--- config.mk ---
export PLATFORM = sky130hd
export DESIGN_NAME = serial_addsub
export DESIGN_NICKNAME = d
export VERILOG_FILES = /design/src/rtl/serial_addsub.sv
export SDC_FILE = /design/constraint.sdc
export NUM_CORES = 1
export LEC_CHECK = 0
export BUFFER_PORTS_ARGS = -buffer_cell sky130_fd_sc_hd__buf_4
export CORE_MARGIN = 5
export CORE_UTILIZATION = 40
export DETAILED_ROUTE_END_ITERATION = 10
export PLACE_DENSITY_LB_ADDON = 0.15
export SLEW_MARGIN = 25
export SYNTH_ARGS = -nofsm -noshare
export SYNTH_HDL_FRONTEND = slang
export SYNTH_SLANG_ARGS = --single-unit
--- constraint.sdc ---
create_clock -name clk -period 3.41 [get_ports clk]
set_input_delay 0.5115 -clock clk [delete_from_list [all_inputs] [get_ports clk]]
set_output_delay 0.5115 -clock clk [all_outputs]
set_load 0.02 [all_outputs]
--- src/rtl/serial_addsub.sv ---
// Bit-serial add/subtract unit: one bit per clock, LSB first, through a single registered cell.
// Optional unsigned saturation is compiled in with SERIAL_ADDSUB_SATURATE_EN.
module serial_addsub #(
    parameter int WIDTH = 8
) (
    input  logic             clk,
    input  logic             rst_n,
    input  logic             in_valid,
    output logic             in_ready,
    input  logic             mode,
    input  logic [WIDTH-1:0] operand_a,
    input  logic [WIDTH-1:0] operand_b,
    output logic             out_valid,
    input  logic             out_ready,
    output logic [WIDTH-1:0] result,
    output logic             carry_borrow,
    output logic             zero,
    output logic             overflow
);
    localparam int CW = $clog2(WIDTH);

    typedef enum logic [1:0] {IDLE, RUN, DONE} state_t;

    state_t           state_q, state_d;
    logic [CW-1:0]    cnt_q;
    logic [WIDTH-1:0] a_q, b_q, res_q;
    logic             mode_q, cy_q, cb_q, zero_q, ovf_q;

    logic             last_bit, a_bit, b_bit, sum_bit, cy_next, ovf_next;
    logic [WIDTH-1:0] res_full, res_fin;

    assign last_bit = (state_q == RUN) && (cnt_q == CW'(WIDTH - 1));

    // Operands shift right each bit cycle, so bit 0 is always the current bit
    // and on the last cycle it holds the original MSB.
    assign a_bit    = a_q[0];
    assign b_bit    = b_q[0];
    assign sum_bit  = a_bit ^ b_bit ^ cy_q;
    assign cy_next  = mode_q ? ((a_bit & b_bit) | (a_bit & cy_q) | (b_bit & cy_q))
                             : ((~a_bit & b_bit) | (~(a_bit ^ b_bit) & cy_q));
    assign ovf_next = mode_q ? ((a_bit == b_bit) && (sum_bit != a_bit))
                             : ((a_bit != b_bit) && (sum_bit != a_bit));
    assign res_full = {sum_bit, res_q[WIDTH-1:1]};

`ifdef SERIAL_ADDSUB_SATURATE_EN
    // Overflow above uses the raw MSB; only the stored result is clamped.
    assign res_fin = cy_next ? (mode_q ? {WIDTH{1'b1}} : {WIDTH{1'b0}}) : res_full;
`else
    assign res_fin = res_full;
`endif

    always_ff @(posedge clk or negedge rst_n) begin
        if (!rst_n) state_q <= IDLE;
        else        state_q <= state_d;
    end

    always_comb begin
        state_d = state_q;
        case (state_q)
            IDLE:    if (in_valid && in_ready) state_d = RUN;
            RUN:     if (last_bit)             state_d = DONE;
            DONE:    if (out_ready)            state_d = IDLE;
            default:                           state_d = IDLE;
        endcase
    end

    // in_ready is gated by rst_n so it stays low for the whole reset window.
    always_comb begin
        in_ready  = rst_n && (state_q == IDLE);
        out_valid = (state_q == DONE);
    end

    always_ff @(posedge clk or negedge rst_n) begin
        if (!rst_n) begin
            cnt_q  <= '0;
            a_q    <= '0;
            b_q    <= '0;
            res_q  <= '0;
            mode_q <= 1'b0;
            cy_q   <= 1'b0;
            cb_q   <= 1'b0;
            zero_q <= 1'b0;
            ovf_q  <= 1'b0;
        end else begin
            case (state_q)
                IDLE: if (in_valid) begin
                    a_q    <= operand_a;
                    b_q    <= operand_b;
                    mode_q <= mode;
                    cnt_q  <= '0;
                    cy_q   <= 1'b0;
                end
                RUN: begin
                    a_q  <= a_q >> 1;
                    b_q  <= b_q >> 1;
                    cy_q <= cy_next;
                    if (last_bit) begin
                        cnt_q  <= '0;
                        res_q  <= res_fin;
                        cb_q   <= cy_next;
                        ovf_q  <= ovf_next;
                        zero_q <= (res_fin == '0);
                    end else begin
                        cnt_q <= cnt_q + 1'b1;
                        res_q <= res_full;
                    end
                end
                default: ;
            endcase
        end
    end

    assign result       = res_q;
    assign carry_borrow = cb_q;
    assign zero         = zero_q;
    assign overflow     = ovf_q;
endmodule

Word level (Yosys, flattened, before mapping)
Index checks and enable logic that the tools add are counted.

Flip-flop bits (word level): 34. Logic and storage cells: 60. Output and inout port bits: 13.

Equality and inequality tests: 10. Bitwise logic cells: 12. Mux-type cells: 15. Add/subtract/negate cells: 1. Reduce and logical (&&, ||, !) cells: 12.

Operators by type and width (count): case mux 8 bit (2 select lines) (2); two-way mux 8 bit (2); zero test 8 bit (1); two-way mux 2 bit (3); two-way mux 3 bit (2); inequality test 2 bit (second input constant) (3); case mux 2 bit (3 select lines) (1); case mux 3 bit (2 select lines) (1); AND reduction 2 bit (3); bitwise AND 1 bit (5); logical AND 1 bit (5); adder 3 x 1 -> 3 bit (second input constant) (1); == test 3 bit (second input constant) (1); two-way mux 1 bit (3); OR 1 bit (3); AND reduction 3 bit (1); == test 2 x 1 -> 1 bit (second input constant) (1); == test 2 bit (second input constant) (1); zero test 2 bit (1); inequality test 1 bit (2); inequality test 2 x 1 -> 1 bit (second input constant) (1); NOT 1 bit (2); case mux 1 bit (2 select lines) (1); nonzero test 2 bit (1); other kinds (2) (3).

Depth between registers and ports, before layout
Gate-level depths: netlist of the first run.

Depth after elaboration: 6. Depth in mapped cells: 5. Depth with buffers taken out: 5.

Least setup slack after synthesis of the first run
OpenSTA, ideal clock, no wires.

Path kind: register to register. From: register a_q[0]. To: register zero_q, in the netlist zero. Stages on the path, launching flop included: 5. Path slack: 1907 ps. Period minus slack after synthesis: 1503 ps. Required time: 3327 ps. Library setup time: 83 ps. Arrival time: 1420 ps. Path buffers: 0. Cell sequence: dfrtp_1 -> fa_1 -> nor4_1 -> nand2_1 -> o21ai_0.

Word-level cells in the longest chain between the ends: 3.

RTL lines: start: declaration (line 26) `logic [WIDTH-1:0] a_q, b_q, res_q;`; start signal: assignment (line 87) `a_q <= operand_a;`; start signal: assignment (line 94) `a_q <= a_q >> 1;`; XOR 1 bit (2 in series) (line 38) `assign sum_bit = a_bit ^ b_bit ^ cy_q;`; net sum_bit (line 29) `logic last_bit, a_bit, b_bit, sum_bit, cy_next, ovf_next;`; zero test 8 bit (line 102) `zero_q <= (res_fin == '0);`; end signal: assignment (line 102); end: declaration (line 27) `logic mode_q, cy_q, cb_q, zero_q, ovf_q;`.

The timed path passes the listed nets, and every way through them passes these cells. A chain may end at the register's enable or synchronous reset.

Final worst setup path of the first run
From: register state_q[1]. To: output port in_ready.

Word-level cells in the longest chain between the ends: 2.

RTL lines: start: declaration (line 24) `state_t state_q, state_d;`; start signal: assignment (line 54) `else state_q <= state_d;`; zero test 2 bit (line 69) `in_ready = rst_n && (state_q == IDLE);`; logical AND 1 bit (line 69); end: declaration (line 9) `output logic in_ready,`.

No other way between the ends.

==> impl_metrics.ini, run 1 <==
[timing]
finalHoldViolCount = 0
max-slew-margin-rel = 0.6591
holdWs_ns = 0.1668
worst_pin_slew_ns = 0.5113
finalCriticalPeriod_ns = 2.113
max_freq_ghz = 0.4732
finalMaxSlewViolations = 0
clock_skew_ns = 0.006525
grt_setup_unrepaired = no
finalCritPeriodShare = 0.6197
setup_violations = 0
final.setup.tns_ns = 0

[drt]
wirelength_um = 3385
routed-via-count = 1128
first_pass_iters = 4
drtIter0Drc = 47
drc = 0
wl_per_cell_um = 15.25
via_per_inst = 5.081
drtAntennaViolNets = 0

[cts]
cts_buffer_depth = 2
post_cts_resized = 0
hold_buffers = 0
cts.sinks = 34
htreeDepth = 2
cts_setup_buffers = 0
clk_pin_slew_worst_paths_ns = 0.06
cts_buffers = 5
cts_tree = done
clk_latency_ns = 0.29
cts_root_buf = clkbuf_8

[floorplanning]
die_x_um = 74.86
die_area_um2 = 5604
ioPinCount = 34
fp-row-count = 23
design.core.area_um2 = 4029
dieHeight_um = 74.86
start_util = 0.4177

[layout]
multiInputGateArea_um2 = 737.0
final_area_um2 = 2023
final_cell_mix = 35 x buf_4, 34 x dfrtp_1, 23 x nand2_1
layout_commonest_cell = buf_4
seqCellArea_um2 = 850.8
num-fill-cells = 363
diodes = 0
drive_gt1_frac = 0.3953
area_delta_synth_final_pct = 20.22
postLayoutCoreUtil = 0.5022
nets = 197

[global_routing]
grtUsageTotal = 0.1353
grt_pass1_wl_um = 5609
grt-ovfl-total = 0
antenna_found_initial = 0
grt_max_degree = 36
grt_pass1_vias = 1177

[placed_design]
io_buffers = 33
placed_area_um2 = 1932
gp_congestion = 0.8127
dpl.hpwl_um = 2419

[power_and_ir_drop]
ir_drop_uv = 350.6
power.leakage_uw = 0.0009294
powerDensity_nw_per_um2 = 884.4

[worst_setup_path]
r2r-start = b_q[0]
worstPathRequired_ns = 2.90
crit_path_end_kind = output pin
worstSetupStartpointType = flop
regToRegEndpoint = zero
r2r_cells = 5
arrival_ns = 1.60
cp_max_fo = 12
worstSetupPathType = flop to output pin
reg2reg_slack_ns = 1.77

[synth]
ys_seq_area_frac = 0.5056
synth_cell_type_count = 33
synth.ff_latch_count = 34
synth_cells = 136
syn_nets = 162
yosysWarnings = 0
syn_area_um2 = 1683
syn_area_per_cell_um2 = 12.37

[worst_hold_path]
hold_path.class = input pin to async pin

[job]
drv_cap = 0

[outcome]
status = finished, final reports clean
[synthesized netlist by cell type]
master | n | area [µm²]
a22o_1 | 2 | 17.52
nand3b_4 | 1 | 20.02
nand2_1 | 23 | 86.33
buf_4 | 2 | 15.01
o21ai_1 | 6 | 30.03
nor2b_1 | 1 | 6.260
mux2_1 | 9 | 101.4
mux2i_1 | 1 | 10.01
buf_6 | 2 | 22.52
a22oi_2 | 10 | 125.1
o21ai_2 | 10 | 87.58
nor4_1 | 2 | 12.51
a22oi_1 | 4 | 30.03
buf_12 | 1 | 20.02
o21ai_0 | 2 | 10.01
a21o_1 | 1 | 7.510
and2b_4 | 1 | 10.01
xnor2_1 | 1 | 8.760
xor2_1 | 1 | 8.760
nor2_2 | 2 | 12.51
a2bb2oi_1 | 1 | 8.760
o21bai_4 | 1 | 18.77
mux2_2 | 1 | 11.26
dfrtp_1 | 34 | 850.8
inv_1 | 5 | 18.77
nand2b_1 | 2 | 12.51
ha_1 | 3 | 37.54
fa_1 | 2 | 40.04
and2_1 | 1 | 6.260
o31ai_1 | 1 | 7.510
buf_2 | 1 | 5.000
clkbuf_8 | 1 | 13.76
a32o_1 | 1 | 10.01
[metal layers]
metal / vias up / part of all wire / track usage
met5: - / 0 / 0
met4: 0 / 0.022 / 0.07510
met3: 8 / 0.053 / 0.03738
met2: 30 / 0.46 / 0.2012
met1: 540 / 0.47 / 0.1781
li1: 550 / - / -
[cell families (layout without fill, tap and decap cells)]
| kind of cell | Yosys count | count (layout) | share of synthesized area |
|---|---|---|---|
| AO/OA/AOI/OAI | 39 | 39 | 0.2097 |
| XOR/XNOR | 2 | 2 | 0.01041 |
| adder cells (fa/ha/maj) | 5 | 5 | 0.04610 |
| buffers and inverters | 12 | 48 | 0.05650 |
| flip-flops | 34 | 34 | 0.5056 |
| multiplexers | 11 | 11 | 0.07286 |
| AND/OR/NAND/NOR | 33 | 33 | 0.09888 |
[through the flow]
step	power (µW)	cells	setup WS, ns
3_3_place_gp	1479	214	1.608
6_report	1789	222	1.297
3_5_place_dp	1508	214	1.601
5_1_grt	1920	222	1.205
4_1_cts	1818	222	1.274
2_1_floorplan	1299	136	1.907
[flip-flops by register name, indices dropped and copies added (netlist names)]
| register | flops |
|---|---|
| mode_q | 1 |
| result | 8 |
| b_q | 8 |
| state_q | 2 |
| cy_q | 1 |
| zero | 1 |
| carry_borrow | 1 |
| cnt_q | 3 |
| a_q | 8 |
| overflow | 1 |
[where the power goes]
part | switching, µW | internal (µW)
registers | 145 | 574
clock network | 138 | 163
logic | 403 | 367
total | 686 | 1100
[critical path, stage by stage (launching register included)]
cell,delay [ns]
dfrtp_1,0.62
buf_4,0.29
nor2_2,0.07
and2_1,0.18
buf_4,0.16
[how the worst max path moves through the flow]
stage / start / end / cells past startpoint
finish: state_q[1] / in_ready / 4
global route: state_q[1] / in_ready / 4
global placement: state_q[1] / in_ready / 4
floorplan: a_q[0] / zero / 4
detailed placement: state_q[1] / in_ready / 4
CTS: state_q[1] / in_ready / 4
[final cells by class]
type,instances,share of cell area
timing repair buffer,35,0.1299
clock buffer,7,0.04267
inverter,5,0.009276
tap,50,0.03092
multi-input combinational,90,0.3643
sequential,34,0.4205
clock inverter,1,0.002474
(Power assumes the default switching activity.)
==> run 2, diff against run 1 <==
clock period = 2.19 ns   (was 3.41 ns; I/O delays follow)
==> run 2 against run 1 <==
Via count grew 0.27%. Wire length grew 2.9%. Flip-flop and latch count is the same. Sequential power grew 54%. Non-clock buffer count grew 2. Critical path depth shrank 1. Clock skew grew 0.00098 ns. Cell count grew 0.45%. Largest power group unchanged. Combinational power grew 58%.
==> impl_metrics.ini, run 2 (synthesized netlist as in run 1, its figures left out) <==
[cts]
hold_buffers = 0
cts_setup_buffers = 0
cts.sinks = 34
cts_buffer_depth = 2
htreeDepth = 2
cts_tree = done
post_cts_resized = 0
clk_pin_slew_worst_paths_ns = 0.07
cts_buffers = 5
clk_latency_ns = 0.28
cts_root_buf = clkbuf_8

[worst_setup_path]
worstPathRequired_ns = 1.86
critPathMaxStageDelay_ns = 0.56
cp_slowest_cell = dfrtp_1
arrival_ns = 1.43
cp_max_fo = 14
path_cells = nor2_2, and2_1, buf_4
crit_path_end_kind = output pin
worstSetupPathType = flop to output pin
worstSetupStartpointType = flop

[timing]
final.setup.tns_ns = 0
max_freq_ghz = 0.5695
grt_setup_unrepaired = no
finalHoldViolCount = 0
finalMaxSlewViolations = 0
setup_ws_ns = 0.4342
finalCriticalPeriod_ns = 1.756
clock_skew_ns = 0.007503
max-slew-margin-rel = 0.6576
finalCritPeriodShare = 0.8017
setup_violations = 0
worst_pin_slew_ns = 0.5123

[drt]
via_per_inst = 5.072
wl_per_cell_um = 15.62
drtAntennaViolNets = 0
wirelength_um = 3483
first_pass_iters = 4
drtIter0Drc = 48
routed-via-count = 1131
drc = 0

[placed_design]
io_buffers = 33
pre_cts_slack_ns = 0.5813
placed_area_um2 = 1947
gp_congestion = 0.7736
dpl.hpwl_um = 2537

[global_routing]
grt_pass1_vias = 1295
antenna_found_initial = 0
met1_usage = 0.1826
grt_max_degree = 35
grt-ovfl-total = 0
grtUsageTotal = 0.1408
use_met3 = 0.04139
grt_pass1_wl_um = 6003
grt_use_met2 = 0.2234
grt-busiest-layer = met2

[layout]
drive_gt1_frac = 0.4046
postLayoutCoreUtil = 0.5028
area_delta_synth_final_pct = 20.37
nets = 199
final_cell_mix = 37 x buf_4, 34 x dfrtp_1, 23 x nand2_1
final_area_um2 = 2026
layout_commonest_cell = buf_4
diodes = 0
num-fill-cells = 376

[power_and_ir_drop]
power.leakage_uw = 0.0009344
powerDensity_nw_per_um2 = 1361
ir_drop_uv = 465.6

[floorplanning]
ioPinCount = 34
die_area_um2 = 5604
design.core.area_um2 = 4029
fp-row-count = 23
dieHeight_um = 74.86
die_x_um = 74.86
start_util = 0.4177

[worst_hold_path]
hold_path.class = input pin to async pin

[outcome]
status = finished, final reports clean

[job]
drv_cap = 0
## run 2: path summary, 6_finish.rpt
check | startpoint | to | slack (ns) | cells after the start
min in group clk | mode | mode_q | 0.28 | 2
min reg2reg | carry_borrow | carry_borrow | 0.48 | 2
min | rst_n | a_q[6] | 0.09 | 2
max reg2reg | a_q[0] | zero | 0.56 | 4
max | state_q[1] | in_ready | 0.43 | 3
max in group asynchronous | rst_n | result[1] | 1.79 | 2
## run 2: cell type report
cell class	instances	area, µm²	area share
clock buffer	5	68.82	0.03397
clock inverter	2	10.01	0.004941
tap	50	62.56	0.03088
timing repair buffer	37	277.8	0.1371
sequential	34	850.8	0.4200
inverter	5	18.77	0.009265
multi-input combinational	90	737.0	0.3638
## run 2: metrics by stage
stage	total power [µW]	cells	hold WS, ns
after floorplan	2023	136	0.03291
after global placement	2298	216	0.4054
after detailed placement	2372	216	0.4107
after CTS	2806	223	0.1010
after global routing	2959	223	0.1327
final	2757	223	0.09341
## run 2: worst max-delay path: cells and delay by family (launching register included)
family	cells	cell delay (ns)
flops	1	0.56
buf+inv	1	0.16
simple gates	2	0.43
## run 2: power breakdown
group	internal [µW]	leakage, µW	switching, µW
Sequential	893	0.000430	221
Clock	213	0.0000438	211
Combinational	583	0.000460	636
## run 2: routing by layer
metal | vias up | part of all wire
li1 | 550 | -
met1 | 551 | 0.44
met2 | 24 | 0.50
met3 | 6 | 0.048
met4 | 0 | 0.014
met5 | - | 0
